--- src/rtl/retire_arch_map_pkg.sv ---
// Shared types and sizing for the 2-wide retire stage and its architectural map.
package retire_arch_map_pkg;

    localparam int N_ENTRY_ROB = 32;
    localparam int N_PHYS      = N_ENTRY_ROB + 33;
    localparam int PTAG_W      = $clog2(N_PHYS);
    localparam int N_ARCH      = 32;
    localparam int IDX_W       = 5;

    localparam logic [IDX_W-1:0] ZERO_IDX = 5'd31;

    // One ROB head slot as seen by the retire stage.
    typedef struct packed {
        logic              valid;
        logic              complete;
        logic [IDX_W-1:0]  dest_idx;
        logic [PTAG_W-1:0] Tnew;
        logic [PTAG_W-1:0] Told;
        logic [63:0]       NPC;
        logic              mispredict;
        logic              halt;
    } rob_head_t;

endpackage

--- src/rtl/retire_arch_map_table.sv ---
// 32-entry architectural map: identity on reset, two ordered write ports
// (port 1 wins on a shared index) and a combinational next-state view.
module retire_arch_map_table
    import retire_arch_map_pkg::*;
(
    input  logic                           clk,
    input  logic                           rst,
    input  logic                           we0_i,
    input  logic [IDX_W-1:0]               idx0_i,
    input  logic [PTAG_W-1:0]              tag0_i,
    input  logic                           we1_i,
    input  logic [IDX_W-1:0]               idx1_i,
    input  logic [PTAG_W-1:0]              tag1_i,
    output logic [N_ARCH-1:0][PTAG_W-1:0]  map_q_o,
    output logic [N_ARCH-1:0][PTAG_W-1:0]  map_d_o
);

    genvar gi;
    generate
        for (gi = 0; gi < N_ARCH; gi++) begin : g_entry
            logic [PTAG_W-1:0] entry_d;
            logic [PTAG_W-1:0] entry_q;

            // Next value: the younger write port overrides the older one.
            always_comb begin
                entry_d = entry_q;
                if (we0_i && (idx0_i == IDX_W'(gi))) begin
                    entry_d = tag0_i;
                end
                if (we1_i && (idx1_i == IDX_W'(gi))) begin
                    entry_d = tag1_i;
                end
            end

            // Entry register, reset to the identity mapping.
            always_ff @(posedge clk) begin
                if (rst) begin
                    entry_q <= PTAG_W'(gi);
                end else begin
                    entry_q <= entry_d;
                end
            end

            assign map_q_o[gi] = entry_q;
            assign map_d_o[gi] = entry_d;
        end
    endgenerate

endmodule

--- src/rtl/retire_arch_map.sv ---
// 2-wide in-order retire stage: picks retiring ROB head slots, drives trace
// and free-list outputs, and maintains the architectural map, halt and count.
module retire_arch_map
    import retire_arch_map_pkg::*;
(
    input  logic                           clk,
    input  logic                           rst,
    input  logic                           head_valid_0,
    input  logic                           head_valid_1,
    input  logic                           head_complete_0,
    input  logic                           head_complete_1,
    input  logic [IDX_W-1:0]               head_dest_idx_0,
    input  logic [IDX_W-1:0]               head_dest_idx_1,
    input  logic [PTAG_W-1:0]              head_Tnew_0,
    input  logic [PTAG_W-1:0]              head_Tnew_1,
    input  logic [PTAG_W-1:0]              head_Told_0,
    input  logic [PTAG_W-1:0]              head_Told_1,
    input  logic [63:0]                    head_NPC_0,
    input  logic [63:0]                    head_NPC_1,
    input  logic                           head_mispredict_0,
    input  logic                           head_mispredict_1,
    input  logic                           head_halt_0,
    input  logic                           head_halt_1,
    output logic                           retire_en_0,
    output logic                           retire_en_1,
    output logic                           valid_0,
    output logic                           valid_1,
    output logic [IDX_W-1:0]               wr_idx_0,
    output logic [IDX_W-1:0]               wr_idx_1,
    output logic [PTAG_W-1:0]              Tnew_out_0,
    output logic [PTAG_W-1:0]              Tnew_out_1,
    output logic [63:0]                    retire_NPC_0,
    output logic [63:0]                    retire_NPC_1,
    output logic                           free_valid_0,
    output logic                           free_valid_1,
    output logic [PTAG_W-1:0]              free_tag_0,
    output logic [PTAG_W-1:0]              free_tag_1,
    output logic                           flush,
    output logic [N_ARCH-1:0][PTAG_W-1:0]  recover_map,
    output logic [N_ARCH-1:0][PTAG_W-1:0]  arch_tag,
    output logic                           halted,
    output logic [63:0]                    retired_count
);

    rob_head_t head_0;
    rob_head_t head_1;

    assign head_0 = '{valid: head_valid_0, complete: head_complete_0,
                      dest_idx: head_dest_idx_0, Tnew: head_Tnew_0,
                      Told: head_Told_0, NPC: head_NPC_0,
                      mispredict: head_mispredict_0, halt: head_halt_0};
    assign head_1 = '{valid: head_valid_1, complete: head_complete_1,
                      dest_idx: head_dest_idx_1, Tnew: head_Tnew_1,
                      Told: head_Told_1, NPC: head_NPC_1,
                      mispredict: head_mispredict_1, halt: head_halt_1};

    logic        halted_q;
    logic        halted_d;
    logic [63:0] count_q;
    logic [63:0] count_d;
    logic        r0;
    logic        r1;
    logic        we0;
    logic        we1;
    logic [N_ARCH-1:0][PTAG_W-1:0] map_d;

    // Retire decision: slot 1 only follows a retiring, non-redirecting slot 0.
    // Reset suppresses everything so a mid-stream reset drops the cycle's retires.
    always_comb begin
        r0 = !rst && head_0.valid && head_0.complete && !halted_q;
        r1 = r0 && !head_0.mispredict && !head_0.halt
                && head_1.valid && head_1.complete;
        we0 = r0 && (head_0.dest_idx != ZERO_IDX);
        we1 = r1 && (head_1.dest_idx != ZERO_IDX);
    end

    // Per-slot trace and free-list outputs, zeroed for non-retiring slots.
    always_comb begin
        retire_en_0  = r0;
        retire_en_1  = r1;
        valid_0      = r0;
        valid_1      = r1;
        wr_idx_0     = r0 ? head_0.dest_idx : ZERO_IDX;
        wr_idx_1     = r1 ? head_1.dest_idx : ZERO_IDX;
        Tnew_out_0   = r0 ? head_0.Tnew : '0;
        Tnew_out_1   = r1 ? head_1.Tnew : '0;
        retire_NPC_0 = r0 ? head_0.NPC : '0;
        retire_NPC_1 = r1 ? head_1.NPC : '0;
        free_valid_0 = we0;
        free_valid_1 = we1;
        free_tag_0   = we0 ? head_0.Told : '0;
        free_tag_1   = we1 ? head_1.Told : '0;
        flush        = (r0 && head_0.mispredict) || (r1 && head_1.mispredict);
        recover_map  = rst ? '0 : map_d;
    end

    // Next-state halt flag and retire count.
    always_comb begin
        halted_d = halted_q || (r0 && head_0.halt) || (r1 && head_1.halt);
        count_d  = count_q + 64'(r0) + 64'(r1);
    end

    // Sticky halt and retired-instruction counter.
    always_ff @(posedge clk) begin
        if (rst) begin
            halted_q <= 1'b0;
            count_q  <= '0;
        end else begin
            halted_q <= halted_d;
            count_q  <= count_d;
        end
    end

    assign halted        = halted_q;
    assign retired_count = count_q;

    retire_arch_map_table u_map (
        .clk     (clk),
        .rst     (rst),
        .we0_i   (we0),
        .idx0_i  (head_0.dest_idx),
        .tag0_i  (head_0.Tnew),
        .we1_i   (we1),
        .idx1_i  (head_1.dest_idx),
        .tag1_i  (head_1.Tnew),
        .map_q_o (arch_tag),
        .map_d_o (map_d)
    );

endmodule

--- config.mk ---
export PLATFORM = sky130hd
export DESIGN_NAME = retire_arch_map
export DESIGN_NICKNAME = d
export VERILOG_FILES = /design/src/rtl/retire_arch_map_pkg.sv /design/src/rtl/retire_arch_map_table.sv /design/src/rtl/retire_arch_map.sv
export SDC_FILE = /design/constraint.sdc
export NUM_CORES = 1
export LEC_CHECK = 0
export ABC_AREA = 1
export CORE_AREA = 2 2 339 341
export CTS_BUF_LIST = sky130_fd_sc_hd__clkbuf_4
export DETAILED_ROUTE_END_ITERATION = 16
export DIE_AREA = 0 0 341 343
export PLACE_DENSITY_LB_ADDON = 0.12
export SYNTH_ARGS = -nofsm -noshare
export SYNTH_HDL_FRONTEND = slang
export SYNTH_HIERARCHICAL = 1
export SYNTH_SLANG_ARGS = --single-unit
--- constraint.sdc ---
create_clock -name clk -period 4.25 [get_ports clk]
set_clock_uncertainty 0.15 [all_clocks]
set_input_delay 0.85 -clock clk [delete_from_list [all_inputs] [get_ports clk]]
set_output_delay 0.85 -clock clk [all_outputs]
set_load 0.05 [all_outputs]
# Word-level counts from Yosys, hierarchy flattened
# Cells that the tools add are included.
[classes]
addsub = 2
mux = 73
reduce_logical = 86
n_eq_ne = 64
[ops]
columns = ["cell", "n"]
rows = [
  ["$mux 7", 68],
  ["$mux 224", 1],
  ["$eq 5x5->1 const B", 32],
  ["$add 64x1->64", 2],
  ["$mux 64", 2],
  ["$eq 5x4->1 const B", 16],
  ["$logic_and 1x1->1", 77],
  ["$eq 5x3->1 const B", 8],
  ["$eq 5x2->1 const B", 4],
  ["$eq 5x1->1 const B", 2],
  ["$logic_not 5->1", 2],
  ["$mux 5", 2],
  ["$ne 5x5->1 const B", 2],
  ["$logic_not 1->1", 4],
  ["$logic_or 1x1->1", 3],
]
[totals]
register_bits = 289
input_bits = 176
word_cells = 259

# Depth between registers and ports, before layout
[logic_depth]
word_depth = 12
ltp_mapped = 17

# Cells and area by module
# The synthesis kept the hierarchy.
[modules_own_cells]
columns = ["module", "area_each_um2", "instances", "cells_each"]
rows = [
  ["retire_arch_map_table", 12041.5, 1, 2059],
  ["retire_arch_map", 7210.7, 1, 1529],
]

# Worst setup path after synthesis
# OpenSTA, ideal clock, no wires.
[synth_timing]
path_kind = "input port to output port"
startpoint = "input rst"
endpoint = "output recover_map[119] (netlist name)"
path_slack_ns = -0.740
stages = 14
arrival_ns = 3.990
path_cell_list = "inv_2 > nand4_2 > inv_1 > o31ai_1 > inv_1 > nand2_1 > clkinv_1 > buf_2 > nand3_1 > o21ai_0 > nand2_1 > nand2_1 > inv_1 > nor2_1"
[synth_rtl]
columns = ["item", "line", "source"]
rows = [
  ["from (decl)", "retire_arch_map.sv:7", "input logic rst,"],
  ["to (decl)", "retire_arch_map.sv:39", "output logic [N_ARCH-1:0][PTAG_W-1:0] recover_map,"],
]

# Worst setup path in the final report
[layout_timing]
startpoint = "input head_dest_idx_0[4]"
endpoint = "register u_map.g_entry[4].entry_q[5]"
[layout_via]
elab_chain_len = 5
word_cells_on_any_way = 6
classes_between = "eq/ne (2); mux (2); reduce/logical (2)"
[layout_rtl]
columns = ["item", "line", "source"]
rows = [
  ["from (decl)", "retire_arch_map.sv:12", "input logic [IDX_W-1:0] head_dest_idx_0,"],
  ["$ne 5x5->1", "retire_arch_map.sv:73", "we0 = r0 && (head_0.dest_idx != ZERO_IDX);"],
  ["$logic_and 1x1->1", "retire_arch_map.sv:73", ""],
  ["$logic_and 1x1->1 *", "retire_arch_map_table.sv:27", "if (we0_i && (idx0_i == IDX_W'(gi))) begin"],
  ["$mux 7 *", "retire_arch_map_table.sv:27", ""],
  ["$mux 7 *", "retire_arch_map_table.sv:30", "if (we1_i && (idx1_i == IDX_W'(gi))) begin"],
  ["to (signal assigned)", "retire_arch_map_table.sv:38", "entry_q <= PTAG_W'(gi);"],
  ["to (signal assigned)", "retire_arch_map_table.sv:40", "entry_q <= entry_d;"],
  ["to (decl)", "retire_arch_map_table.sv:22", "logic [PTAG_W-1:0] entry_q;"],
]
# Every way passes the cells marked *; elsewhere a longest branch is shown, timed or not.
# A chain may end at the register's enable or synchronous reset.

==> results <==
state kept, by name, summed over array words and instances, names as in the netlist:
name,cells
u_map/g_entry.entry_q,224
halted,1
retired_count,64
metrics by stage:
stage	cells	instance area [sq um]	utilization	hold WS, ns
after floorplan	3588	20700	-	0.546
after global placement	6169	34800	0.307	0.346
after detailed placement	6169	34800	0.307	0.347
after CTS	6470	39100	0.345	0.0320
after global routing	6510	40900	0.360	0.0340
final	6513	40900	0.360	0.134
cell usage after synthesis, types with 4 or more instances:
library cell	instances	area share
a21oi_1	65	0.017
and2_1	4	0.0013
buf_1	5	0.00097
buf_2	23	0.0060
clkbuf_1	105	0.020
dfxtp_1	289	0.30
inv_1	754	0.15
nand2_1	1074	0.21
nand3_1	443	0.12
nand3_2	7	0.0036
nand4_1	5	0.0016
nor2_1	687	0.13
nor2_2	17	0.0055
nor3_1	11	0.0029
o21ai_0	46	0.012
o21bai_1	4	0.0016
or2_1	4	0.0013
or2_2	4	0.0013
xor2_1	8	0.0036
metal layers:
metal | GRT usage | wire, um | part of all wire
met1 | 0.314 | 64600 | 0.43
met2 | 0.399 | 68200 | 0.46
met3 | 0.0698 | 12000 | 0.080
met4 | 0.0659 | 4150 | 0.028
met5 | 0 | 34 | 0.00023
layout make-up:
cell class | instances | share of cell area
antenna | 13 | 0.000796
clock buffer | 148 | 0.0272
clock inverter | 16 | 0.00312
inverter | 760 | 0.0734
multi-input combinational | 2410 | 0.337
sequential | 289 | 0.142
tap | 1512 | 0.0463
timing repair buffer | 1365 | 0.370
path summary, 6_finish.rpt:
| check | from | end | slack [ns] | depth (start not counted) |
|---|---|---|---|---|
| worst min register to register | retired_count[62] | retired_count[62] | 0.37 | 2 |
| worst max register to register | halted | u_map/g_entry[16].entry_q[0] | -0.15 | 33 |
| worst min-delay path | head_Tnew_1[3] | u_map/g_entry[24].entry_q[3] | 0.13 | 3 |
| worst max-delay path | head_dest_idx_0[4] | u_map/g_entry[4].entry_q[5] | -0.26 | 33 |
cell families after synthesis:
| logic type | after synthesis | synth area share |
|---|---|---|
| buffers and inverters | 895 | 0.176 |
| AO/OA/AOI/OAI | 119 | 0.0318 |
| flip-flops | 289 | 0.301 |
| AND/OR/NAND/NOR | 2272 | 0.485 |
| XOR/XNOR | 11 | 0.00500 |
| adder cells (fa/ha/maj) | 2 | 0.00169 |
power breakdown:
| group | switching [W] | internal (W) | leakage, nW |
|---|---|---|---|
| sequential | 0.00000516 | 0.00272 | 2.33 |
| clock | 0.00150 | 0.00168 | 0.743 |
| combinational | 0.000983 | 0.000560 | 16.8 |
| total | 0.00249 | 0.00496 | 19.9 |
worst min-delay path, delay by kind of cell:
family	cells	cell delay (ns)
buf+inv	1	0.18
simple gates	2	0.16
timing repair:
action,4_1_cts,5_1_grt
endpoints found under the setup margin,276,255
buffers inserted,131,37
pin swaps,108,161
gates resized for setup,635,477
cloned,9,6
==> flow_metrics.env <==
export IMPL_cts_tree="yes"
export IMPL_setup_viol=186
export IMPL_period_needed_ns=4.51
export IMPL_multi_input_area_sq_mm=0.0138
export IMPL_wire_per_inst_um=22.9
export IMPL_ys_seq_area_frac=0.301
export IMPL_initial_core_util=0.170
export IMPL_grt_ovfl_total=0
export IMPL_ys_types=38
export IMPL_crit_fanout=7
export IMPL_dr_total_vias=27579
export IMPL_total_power_w=0.00745
export IMPL_ctsHoldBuffers=0
export IMPL_slowest_delay_ns=0.49
export IMPL_worst_path_dominant_cell_family="buffers and inverters"
export IMPL_ctsRootBufferMaster="clkbuf_4"
export IMPL_ys_seq_elements=289
export IMPL_power_density_mw_per_mm2=182
export IMPL_synth_async_sr_flop_share=0
export IMPL_cp_data_required_time_ns=4.92
export IMPL_arrival_ns=5.18
export IMPL_rsz0062_at_grt="true"
export IMPL_fin_nets=5105
export IMPL_port_buffer_count=861
export IMPL_final_period_utilization=1.06
export IMPL_grt_start_max_net_pins=88
export IMPL_yosysWarnings=6
export IMPL_max_cap_viol_count=0
export IMPL_slew_violations=0
export IMPL_syn_nets=3766
export IMPL_drcViolationCount=0
export IMPL_syn_area_sq_mm=0.0193
export IMPL_grt_usage=0.244
export IMPL_ioPinCount=862
export IMPL_postSynthCellCount=3588
export IMPL_core_area_sq_mm=0.113
export IMPL_crit_type="in -> reg"
export IMPL_grt_pass1_vias=26785
export IMPL_nFillCells=12336
export IMPL_critPathCaptureType="flip-flop"
export IMPL_synth_main_ff_cell="dfxtp_1"
export IMPL_violations="negative setup slack"
export IMPL_worst_path_buf_inv=26
export IMPL_grt_antenna_before_repair=16
export IMPL_detail_route_vias_per_cell=4.23
export IMPL_htree_levels=3
export IMPL_status="complete, but fails checks"
export IMPL_vdd_drop_max_mv=0.156
export IMPL_slowest_stage="clkdlybuf4s50_1"
export IMPL_rows=124
export IMPL_grt_pass1_wl_um=203000
export IMPL_power_static_leakage_nw=19.9
export IMPL_max_slew_margin_rel=0.334
export IMPL_drt_iter0_markers=1767
export IMPL_path_clk_slew_ns=0.06
export IMPL_postRouteAntennaNets=0
export IMPL_setup_tns_ns=-10.05
export IMPL_area_growth_pct=112
export IMPL_max_freq_mhz=222
export IMPL_synth_enable_flop_cells=0
export IMPL_dr_pass1_iters=5
export IMPL_cts_inserted_buffers=101
export IMPL_die_h_um=343
export IMPL_setup_ws_ns=-0.256
export IMPL_cts_buffer_depth=3
export IMPL_syn_area_per_cell_sq_um=5.37
export IMPL_hold_violations=0
export IMPL_dieArea_sq_mm=0.117
export IMPL_clock_sinks=289
export IMPL_seq_area_sq_mm=0.00579
export IMPL_start_kind="input pin"
export IMPL_layout_common_cells="nand2_1 (854), inv_1 (501), buf_4 (498)"
export IMPL_cpMostUsedCell="buf_4"
export IMPL_die_w_um=341
export IMPL_hp_class="in -> reg"
export IMPL_place_gp_congestion=0.890
export IMPL_wl_um=149000
export IMPL_dp_final_hpwl_um=116000
export IMPL_worst_pin_slew_ns=0.999
export IMPL_final_common_cell="nand2_1"
export IMPL_drive_above_1_share=0.396
export IMPL_post_place_ws_ns=-0.451
export IMPL_clk_latency_ns=0.95
No activity file was read; power rests on OpenSTA's default activity.
